===== src/rtl/logical_unit_pkg.sv =====
// Shared definitions for the iterative logical unit: op encodings, FSM states
// and default geometry.
package logical_unit_pkg;

  localparam int DEFAULT_WIDTH = 64;
  localparam int DEFAULT_CHUNK = 16;

  typedef enum logic [2:0] {
    OP_AND  = 3'b000,
    OP_OR   = 3'b001,
    OP_XOR  = 3'b010,
    OP_ANDN = 3'b011,
    OP_ORN  = 3'b100,
    OP_XNOR = 3'b101,
    OP_NOTA = 3'b110,
    OP_RSVD = 3'b111
  } op_e;

  typedef enum logic [1:0] {
    IDLE = 2'd0,
    BUSY = 2'd1,
    DONE = 2'd2
  } state_e;

  function automatic bit op_is_reserved(input logic [2:0] op);
    return op == OP_RSVD;
  endfunction

endpackage


===== src/rtl/logical_unit_iter_if.sv =====
// Request/response handshake bundle between a requester and logical_unit_iter.
interface logical_unit_iter_if #(
  parameter int WIDTH = 64
);
  logic             in_valid;
  logic             in_ready;
  logic [2:0]       op;
  logic [WIDTH-1:0] a;
  logic [WIDTH-1:0] b;
  logic             out_valid;
  logic             out_ready;
  logic [WIDTH-1:0] result;
  logic             zero;
  logic             illegal;

  modport master (
    output in_valid, op, a, b, out_ready,
    input  in_ready, out_valid, result, zero, illegal
  );

  modport slave (
    input  in_valid, op, a, b, out_ready,
    output in_ready, out_valid, result, zero, illegal
  );
endinterface


===== src/rtl/logical_chunk.sv =====
// Combinational bitwise function on one CHUNK-wide slice; reserved op yields 0.
module logical_chunk
  import logical_unit_pkg::*;
#(
  parameter int CHUNK = DEFAULT_CHUNK
) (
  input  logic [CHUNK-1:0] a,
  input  logic [CHUNK-1:0] b,
  input  logic [2:0]       op,
  output logic [CHUNK-1:0] y
);

  always_comb begin
    y = '0;
    case (op_e'(op))
      OP_AND:  y = a & b;
      OP_OR:   y = a | b;
      OP_XOR:  y = a ^ b;
      OP_ANDN: y = a & ~b;
      OP_ORN:  y = a | ~b;
      OP_XNOR: y = ~(a ^ b);
      OP_NOTA: y = ~a;
      default: y = '0;
    endcase
  end

endmodule


===== src/rtl/logical_unit_iter.sv =====
// Iterative logical unit: captures operands, then produces the result one
// CHUNK-wide slice per cycle, lowest slice first.
//
// state | meaning
// IDLE  | waiting for an operation, in_ready=1
// BUSY  | computing slice cnt of the captured operands
// DONE  | result held with out_valid=1 until out_ready
module logical_unit_iter
  import logical_unit_pkg::*;
#(
  parameter int WIDTH = DEFAULT_WIDTH,
  parameter int CHUNK = DEFAULT_CHUNK
) (
  input logic               clk,
  input logic               rst,
  logical_unit_iter_if.slave bus
);

  localparam int N  = WIDTH / CHUNK;
  localparam int CW = (N > 1) ? $clog2(N) : 1;
  localparam logic [CW-1:0] LAST = CW'(N - 1);

  state_e           state;
  logic [WIDTH-1:0] a_q;
  logic [WIDTH-1:0] b_q;
  logic [2:0]       op_q;
  logic [CW-1:0]    cnt;
  logic [WIDTH-1:0] result_q;
  logic             zero_q;
  logic             illegal_q;
  logic             out_valid_q;

  logic             in_ready_c;
  logic             accept;
  logic [CHUNK-1:0] a_chunk;
  logic [CHUNK-1:0] b_chunk;
  logic [CHUNK-1:0] y_chunk;

  assign a_chunk = a_q[int'(cnt) * CHUNK +: CHUNK];
  assign b_chunk = b_q[int'(cnt) * CHUNK +: CHUNK];

  logical_chunk #(
    .CHUNK (CHUNK)
  ) u_chunk (
    .a  (a_chunk),
    .b  (b_chunk),
    .op (op_q),
    .y  (y_chunk)
  );

  // In DONE the slot frees on the same edge the result is consumed, so a new
  // request can be taken without a bubble.
  always_comb begin
    in_ready_c = 1'b0;
    case (state)
      IDLE:    in_ready_c = 1'b1;
      BUSY:    in_ready_c = 1'b0;
      DONE:    in_ready_c = bus.out_ready;
      default: in_ready_c = 1'b0;
    endcase
  end

  assign accept = bus.in_valid && in_ready_c;

  always_ff @(posedge clk or posedge rst) begin
    if (rst) begin
      state       <= IDLE;
      a_q         <= '0;
      b_q         <= '0;
      op_q        <= '0;
      cnt         <= '0;
      result_q    <= '0;
      zero_q      <= 1'b0;
      illegal_q   <= 1'b0;
      out_valid_q <= 1'b0;
    end else begin
      case (state)
        IDLE: ;
        BUSY: begin
          result_q[int'(cnt) * CHUNK +: CHUNK] <= y_chunk;
          zero_q <= zero_q & ~(|y_chunk);
          cnt    <= cnt + 1'b1;
          if (cnt == LAST) begin
            state       <= DONE;
            out_valid_q <= 1'b1;
            illegal_q   <= op_is_reserved(op_q);
          end
        end
        DONE: begin
          if (bus.out_ready) begin
            out_valid_q <= 1'b0;
            state       <= IDLE;
          end
        end
        default: state <= IDLE;
      endcase

      // Accept overrides the DONE->IDLE transition above for back-to-back ops.
      if (accept) begin
        a_q       <= bus.a;
        b_q       <= bus.b;
        op_q      <= bus.op;
        cnt       <= '0;
        result_q  <= '0;
        zero_q    <= 1'b1;
        illegal_q <= 1'b0;
        state     <= BUSY;
      end
    end
  end

  assign bus.in_ready  = in_ready_c;
  assign bus.out_valid = out_valid_q;
  assign bus.result    = result_q;
  assign bus.zero      = zero_q;
  assign bus.illegal   = illegal_q;

endmodule


===== src/flat_wrapper.sv =====
// flat-port wrapper written by rule: the top's interface ports become plain ports
module logical_unit_iter_flat import logical_unit_pkg::*;
#(
  parameter int WIDTH = DEFAULT_WIDTH,
  parameter int CHUNK = DEFAULT_CHUNK
)
  (clk, rst, bus_in_valid, bus_op, bus_a, bus_b, bus_out_ready, bus_in_ready, bus_out_valid, bus_result, bus_zero, bus_illegal);
  logical_unit_iter_if #(.WIDTH(WIDTH)) bus_i ();
  input logic clk;
  input logic rst;
  input wire logic [$bits(bus_i.in_valid)-1:0] bus_in_valid;
  input wire logic [$bits(bus_i.op)-1:0] bus_op;
  input wire logic [$bits(bus_i.a)-1:0] bus_a;
  input wire logic [$bits(bus_i.b)-1:0] bus_b;
  input wire logic [$bits(bus_i.out_ready)-1:0] bus_out_ready;
  output wire logic [$bits(bus_i.in_ready)-1:0] bus_in_ready;
  output wire logic [$bits(bus_i.out_valid)-1:0] bus_out_valid;
  output wire logic [$bits(bus_i.result)-1:0] bus_result;
  output wire logic [$bits(bus_i.zero)-1:0] bus_zero;
  output wire logic [$bits(bus_i.illegal)-1:0] bus_illegal;
  assign bus_i.in_valid = bus_in_valid;
  assign bus_i.op = bus_op;
  assign bus_i.a = bus_a;
  assign bus_i.b = bus_b;
  assign bus_i.out_ready = bus_out_ready;
  assign bus_in_ready = bus_i.in_ready;
  assign bus_out_valid = bus_i.out_valid;
  assign bus_result = bus_i.result;
  assign bus_zero = bus_i.zero;
  assign bus_illegal = bus_i.illegal;
  logical_unit_iter #(.WIDTH(WIDTH), .CHUNK(CHUNK)) u_core (.clk(clk), .rst(rst), .bus(bus_i));
endmodule

===== config.mk =====
export PLATFORM = sky130hd
export DESIGN_NAME = logical_unit_iter_flat
export DESIGN_NICKNAME = d
export VERILOG_FILES = /design/src/rtl/logical_unit_pkg.sv /design/src/rtl/logical_unit_iter_if.sv /design/src/rtl/logical_chunk.sv /design/src/rtl/logical_unit_iter.sv /design/src/flat_wrapper.sv
export SDC_FILE = /design/constraint.sdc
export NUM_CORES = 1
export LEC_CHECK = 0
export CAP_MARGIN = 20
export CORE_ASPECT_RATIO = 0.7
export CORE_MARGIN = 1.5
export CORE_UTILIZATION = 34
export CTS_BUF_LIST = sky130_fd_sc_hd__clkbuf_8 sky130_fd_sc_hd__clkbuf_16
export CTS_CLUSTER_DIAMETER = 50
export DETAILED_ROUTE_END_ITERATION = 16
export HOLD_SLACK_MARGIN = 0.02
export SLEW_MARGIN = 10
export SYNTH_ARGS = -nofsm -noshare
export SYNTH_HDL_FRONTEND = slang
export SYNTH_SLANG_ARGS = --single-unit

===== constraint.sdc =====
create_clock -name clk -period 6.7 [get_ports clk]
set_clock_uncertainty 0.1 [all_clocks]
set_input_delay 1.005 -clock clk [delete_from_list [all_inputs] [get_ports clk]]
set_output_delay 1.005 -clock clk [all_outputs]
set_load 0.005 [all_outputs]

# Yosys cells after proc, flatten, opt, wreduce, memory -nomap -nowiden
# Cells that the tools add are included.
dict set report word_totals {
  input_bits 135
  output_inout_bits 68
  reg_bits 202
  wordCells 69
}
dict set report op_classes {
  bitwise_logic 10
  shift 4
  n_reduce_logical 10
  n_addsub 2
  n_mux 19
  eq_ne 15
}
# operator count
set op_table {}
lappend op_table {{64-bit two-way mux} 2}
lappend op_table {{64-bit by 7-bit variable part select with 16-bit output} 2}
lappend op_table {{16-bit one-hot mux with 7 select lines} 1}
lappend op_table {{64-bit bitwise mux} 1}
lappend op_table {{16-bit by 33-bit variable shift with 64-bit output, first input constant} 1}
lappend op_table {{16-bit by 33-bit variable part select with 64-bit output} 1}
lappend op_table {{16-bit inverter} 3}
lappend op_table {{6-bit negator with 33-bit output} 1}
lappend op_table {{16-bit bitwise AND} 2}
lappend op_table {{16-bit bitwise OR} 2}
lappend op_table {{16-bit OR reduction} 1}
lappend op_table {{16-bit XOR} 1}
lappend op_table {{3-bit == test, second input constant} 4}
lappend op_table {{2-bit two-way mux} 5}
lappend op_table {{1-bit two-way mux} 7}
lappend op_table {{3-bit by 2-bit == test with 1-bit output, second input constant} 2}
lappend op_table {{2-bit one-hot mux with 3 select lines} 1}
lappend op_table {{3-bit AND reduction} 2}
lappend op_table {{2-bit nonzero test} 3}
lappend op_table {{2-bit == test, second input constant} 2}
lappend op_table {{2-bit by 1-bit != test with 1-bit output, second input constant} 2}
lappend op_table {{1-bit one-hot mux with 2 select lines} 2}
lappend op_table {{3-bit by 1-bit == test with 1-bit output, second input constant} 1}
lappend op_table {{3-bit logical NOT} 1}
lappend op_table {{10 further kinds} 10}

# Depth between registers and ports, before layout
dict set report depth {
  word_depth 9
  mapped_depth 9
  mapped_depth_nobuf 7
}

# Cells and area by module
# From an unflattened synthesis, not the netlist that was laid out.
dict set report hier_totals {
  cells_unflattened 751
  hier_area_um2 9914.5
}
# module area_per_inst_um2 cells_each seq_area_each_um2 instances
set modules_own_cells {}
lappend modules_own_cells {logical_unit_iter 8605.8 573 5054.8 1}
lappend modules_own_cells {logical_chunk 1308.8 178 0.0 1}

# Worst setup path before layout
# No wires, ideal clock.
dict set report synth_timing {
  path_kind {input -> register}
  from {input bus_out_ready}
  to {register u_core.a_q[0]}
  path_buffers 3
  required_ns 6.475
  cell_stages 7
  path_slack_ns 3.873
  setup_time_ns 0.125
  arrival_time_ns 2.602
  cell_sequence {inv_1 > a21oi_1 > and2_1 > clkbuf_1 > clkbuf_1 > clkbuf_1 > mux2_2}
}
dict set report synth_via {
  elab_chain_len 2
}
# element line
set synth_lines {}
lappend synth_lines {{from (decl)} flat_wrapper.sv:15} ;# input wire logic [$bits(bus_i.out_ready)-1:0] bus_out_ready;
lappend synth_lines {{1-bit one-hot mux with 2 select lines} logical_unit_iter.sv:55} ;# case (state)
lappend synth_lines {{via bus_in_ready} flat_wrapper.sv:16} ;# output wire logic [$bits(bus_i.in_ready)-1:0] bus_in_ready;
lappend synth_lines {{1-bit logical AND} logical_unit_iter.sv:63} ;# assign accept = bus.in_valid && in_ready_c;
lappend synth_lines {{to (signal assigned)} logical_unit_iter.sv:100} ;# a_q <= bus.a;
lappend synth_lines {{to (decl)} logical_unit_iter.sv:24} ;# logic [WIDTH-1:0] a_q;
# The timed path passes the listed nets, and every way through them passes these cells.
# A chain may end at the register's enable or synchronous reset.

# Worst setup path in the final report
dict set report layout_timing {
  from {input bus_out_ready}
  to {output bus_in_ready}
}
dict set report layout_via {
  elab_chain_len 1
}
# element line
set layout_lines {}
lappend layout_lines {{1-bit one-hot mux with 2 select lines} logical_unit_iter.sv:55}
lappend layout_lines {{to (decl)} flat_wrapper.sv:16}
# No other way between the ends.

==> results.md <==
* Status: complete, no violations
* Cells on worst reg2reg path at 7
* Area grow syn2layout at 34.2%
* Die footprint at 28000 um^2
* Max Transition Viols Final at 0
* Non-Filler Instances at 1207
* IO Pins at 203
* Post-synth cell types at 32
* # hold bufs at CTS at 0
* Number of H-tree levels at 1
* Layout net count at 969
* Max_slew headroom at 31.0%
* Internal reg-to-reg setup slack at 3.43 ns
* Later-pin clock latency in the skew report at 0.50 ns
* Slew @ Worst Pin at 1.03 ns
* Die Y at 140 um
* Final hold slack at 0.400 ns
* PnR worst setup slack at 3.31 ns
* Main synth FF type: dfrtp_1
* Synth Area per Inst at 14.3 um^2
* Number of global-route vias before repair at 6396
* CTS tree: yes
* Leakage at 4.97 nW
* Yosys warnings at 0
* DP HPWL at 17.0 mm
* FFs w/ async S/R, synth at 100%
* Clock-pin slew on the worst setup and hold paths at 0.05 ns
* All-Layer GR Usage at 17.9%
* Initial antenna violation count at 5
* Placed instance count at 1165
* GRT Residual Overflow at 0
* Fmax at 0.295 GHz
* DR vias/cell at 5.24
* RePlAce Congestion at 0.767
* Worst r2r src: u_core.op_q[2]
* Post-synth EDFFs at 0
* Via count at 6319
* Router iterations before antenna repair at 4
* Share of layout cells above drive strength 1 at 27.2%
* Hold Startpoint: u_core.b_q[10]
* Post-CTS Setup Repair Bufs at 0
* Count of final setup violators at 0
* First-pass GRT wire length at 38.6 mm
* 1st-iter DRT viols at 335
* Syn Nets at 783
* Max IR drop VDD at 0.199 mV
* Seq/Total Area, Yosys at 55.1%
* RSZ-0062 raised after global routing: no
* Arrival @ worst endpoint at 2.28 ns
* MaxCap Viol Count at 0
* Hold endpoint: u_core.b_q[10]
* # DRC at 0
* Reg-to-Reg End: u_core.bus.zero
* Die X at 199 um
* Final wirelength at 24.7 mm
* FILL cells at 2423
* Post-Route Setup TNS at 0 ns
* Cells after synthesis at 642
* Register area at 5060 um^2
* CP required at 5.59 ns
* Root buf cell: clkbuf_16
* Num rows at 50
* Worst Setup End Kind: output pin
* #FFs+latches synth at 202
* Post-cts sizing count at 0
* Worst slack, placed at 3.00 ns
* Worst Hold Class: reg2reg
* Final period util at 50.6%
* Initial Util at 34.4%
* CP Launch Type: input pin
* PortBufs at 202
* Worst Setup Path Type: in2out
* CTS Buf Count at 23
* Largest net degree at the start of global routing at 87
* Hold path depth at 1
* Multi-input logic area at 3920 um^2
* Post-synthesis cell area at 9180 um^2
* Antenna viol nets, final at 0
* PwrDens at 511 nW/um^2
* CTS sink count at 202
* Fin. Hold Viols at 0
* Fin crit period at 3.39 ns
* Crit-path max FO at 3
* Total power at 6.29 mW
* CORE AREA at 26700 um^2
* Clock buffer depth at 3
* DR WL/cell at 20.4 um
==> cell type report <==
class                           instances  share of cell area [%]
Sequential cell                       202                    41.1
Multi-Input combinational cell        384                    31.8
Timing Repair Buffer                  211                    17.3
Clock buffer                           25                    4.90
Tap cell                              364                    3.70
Clock inverter                         14                    1.02
Inverter                                6                   0.244
Antenna cell                            1                  0.0203
==> layer usage <==
metal | global-route usage [%] | wire, um | up-vias | part of all wire [%]
met2 | 25.2 | 10400 | 188 | 42
met4 | 2.97 | 320 | 8 | 1.3
met1 | 27.8 | 12000 | 3234 | 49
met3 | 4.70 | 1900 | 34 | 7.7
met5 | 0 | 55 | - | 0.22
li1 | - | - | 2855 | -
==> metrics by stage <==
stage / utilization (%) / cell area, um^2
final: 46.2 / 12300
after global routing: 46.2 / 12300
after CTS: 46.1 / 12300
after detailed placement: 43.3 / 11500
after global placement: 43.3 / 11500
after floorplan: - / 9180
==> Yosys cell counts, types with 2 or more instances <==
| master | instances | area [um^2] |
|---|---|---|
| mux2_1 | 20 | 225 |
| inv_1 | 6 | 22.5 |
| nand2_1 | 5 | 18.8 |
| o21ai_0 | 9 | 45.0 |
| nor2_1 | 22 | 82.6 |
| mux2_2 | 143 | 1610 |
| o32ai_1 | 16 | 140 |
| buf_1 | 3 | 11.3 |
| nor4_1 | 3 | 18.8 |
| clkbuf_1 | 42 | 158 |
| dfrtp_1 | 202 | 5050 |
| nand3_1 | 2 | 10.0 |
| o211ai_1 | 16 | 120 |
| ha_1 | 6 | 75.1 |
| buf_2 | 3 | 15.0 |
| a21oi_1 | 25 | 125 |
| o21ai_1 | 7 | 35.0 |
| nor3_1 | 2 | 10.0 |
| a22o_1 | 64 | 561 |
| buf_6 | 2 | 22.5 |
| o31ai_1 | 2 | 15.0 |
| mux4_2 | 32 | 721 |
==> how the worst max path moves through the flow <==
stage	start	to	slack, ns	depth (start not counted)
CTS	bus_out_ready	bus_in_ready	3.32	4
detailed placement	bus_out_ready	u_core.a_q[38]	3.00	6
global route	u_core.op_q[2]	u_core.bus.zero	3.14	7
finish	bus_out_ready	bus_in_ready	3.31	4
floorplan	rst	u_core.a_q[0]	0.08	1
global placement	bus_out_ready	u_core.a_q[58]	3.03	6
==> placed cells by master, fill, tap and decap left out, types with 20 or more instances in the layout <==
cell,n
mux2_1,20
dfrtp_1,199
a21oi_1,22
clkbuf_16,23
mux4_2,32
mux2_2,143
clkdlybuf4s50_1,202
a22o_1,64
nor2_1,22
==> flip-flops by register name, indices dropped and copies added, names as in the netlist, 2 cells and up <==
register           count
u_core.b_q            64
u_core.cnt             2
u_core.bus.result     64
u_core.a_q            64
u_core.op_q            3
u_core.state           2
==> cells by family after synthesis <==
| group | synth area share, % |
|---|---|
| DFF | 55.1 |
| muxes | 27.9 |
| AOI/OAI and AO/OA | 11.4 |
| buffers and inverters | 2.49 |
| and+or+nand+nor | 2.24 |
| adders and majority gates | 0.818 |
| xor gates and xnor gates | 0.0955 |
==> critical path, cell delays in order <==
cell and delay [ns]:
clkdlybuf4s50_1 0.52, inv_1 0.05, a21oi_1 0.18, clkdlybuf4s50_1 0.53
==> where the power goes <==
part	switching (mW)	internal, mW	leakage (nW)
logic	1.48	1.46	2.09
clock network	0.488	0.723	0.375
registers	0.389	1.75	2.51
total	2.36	3.93	4.97
Note: power is estimated with default switching activity, not from simulation.
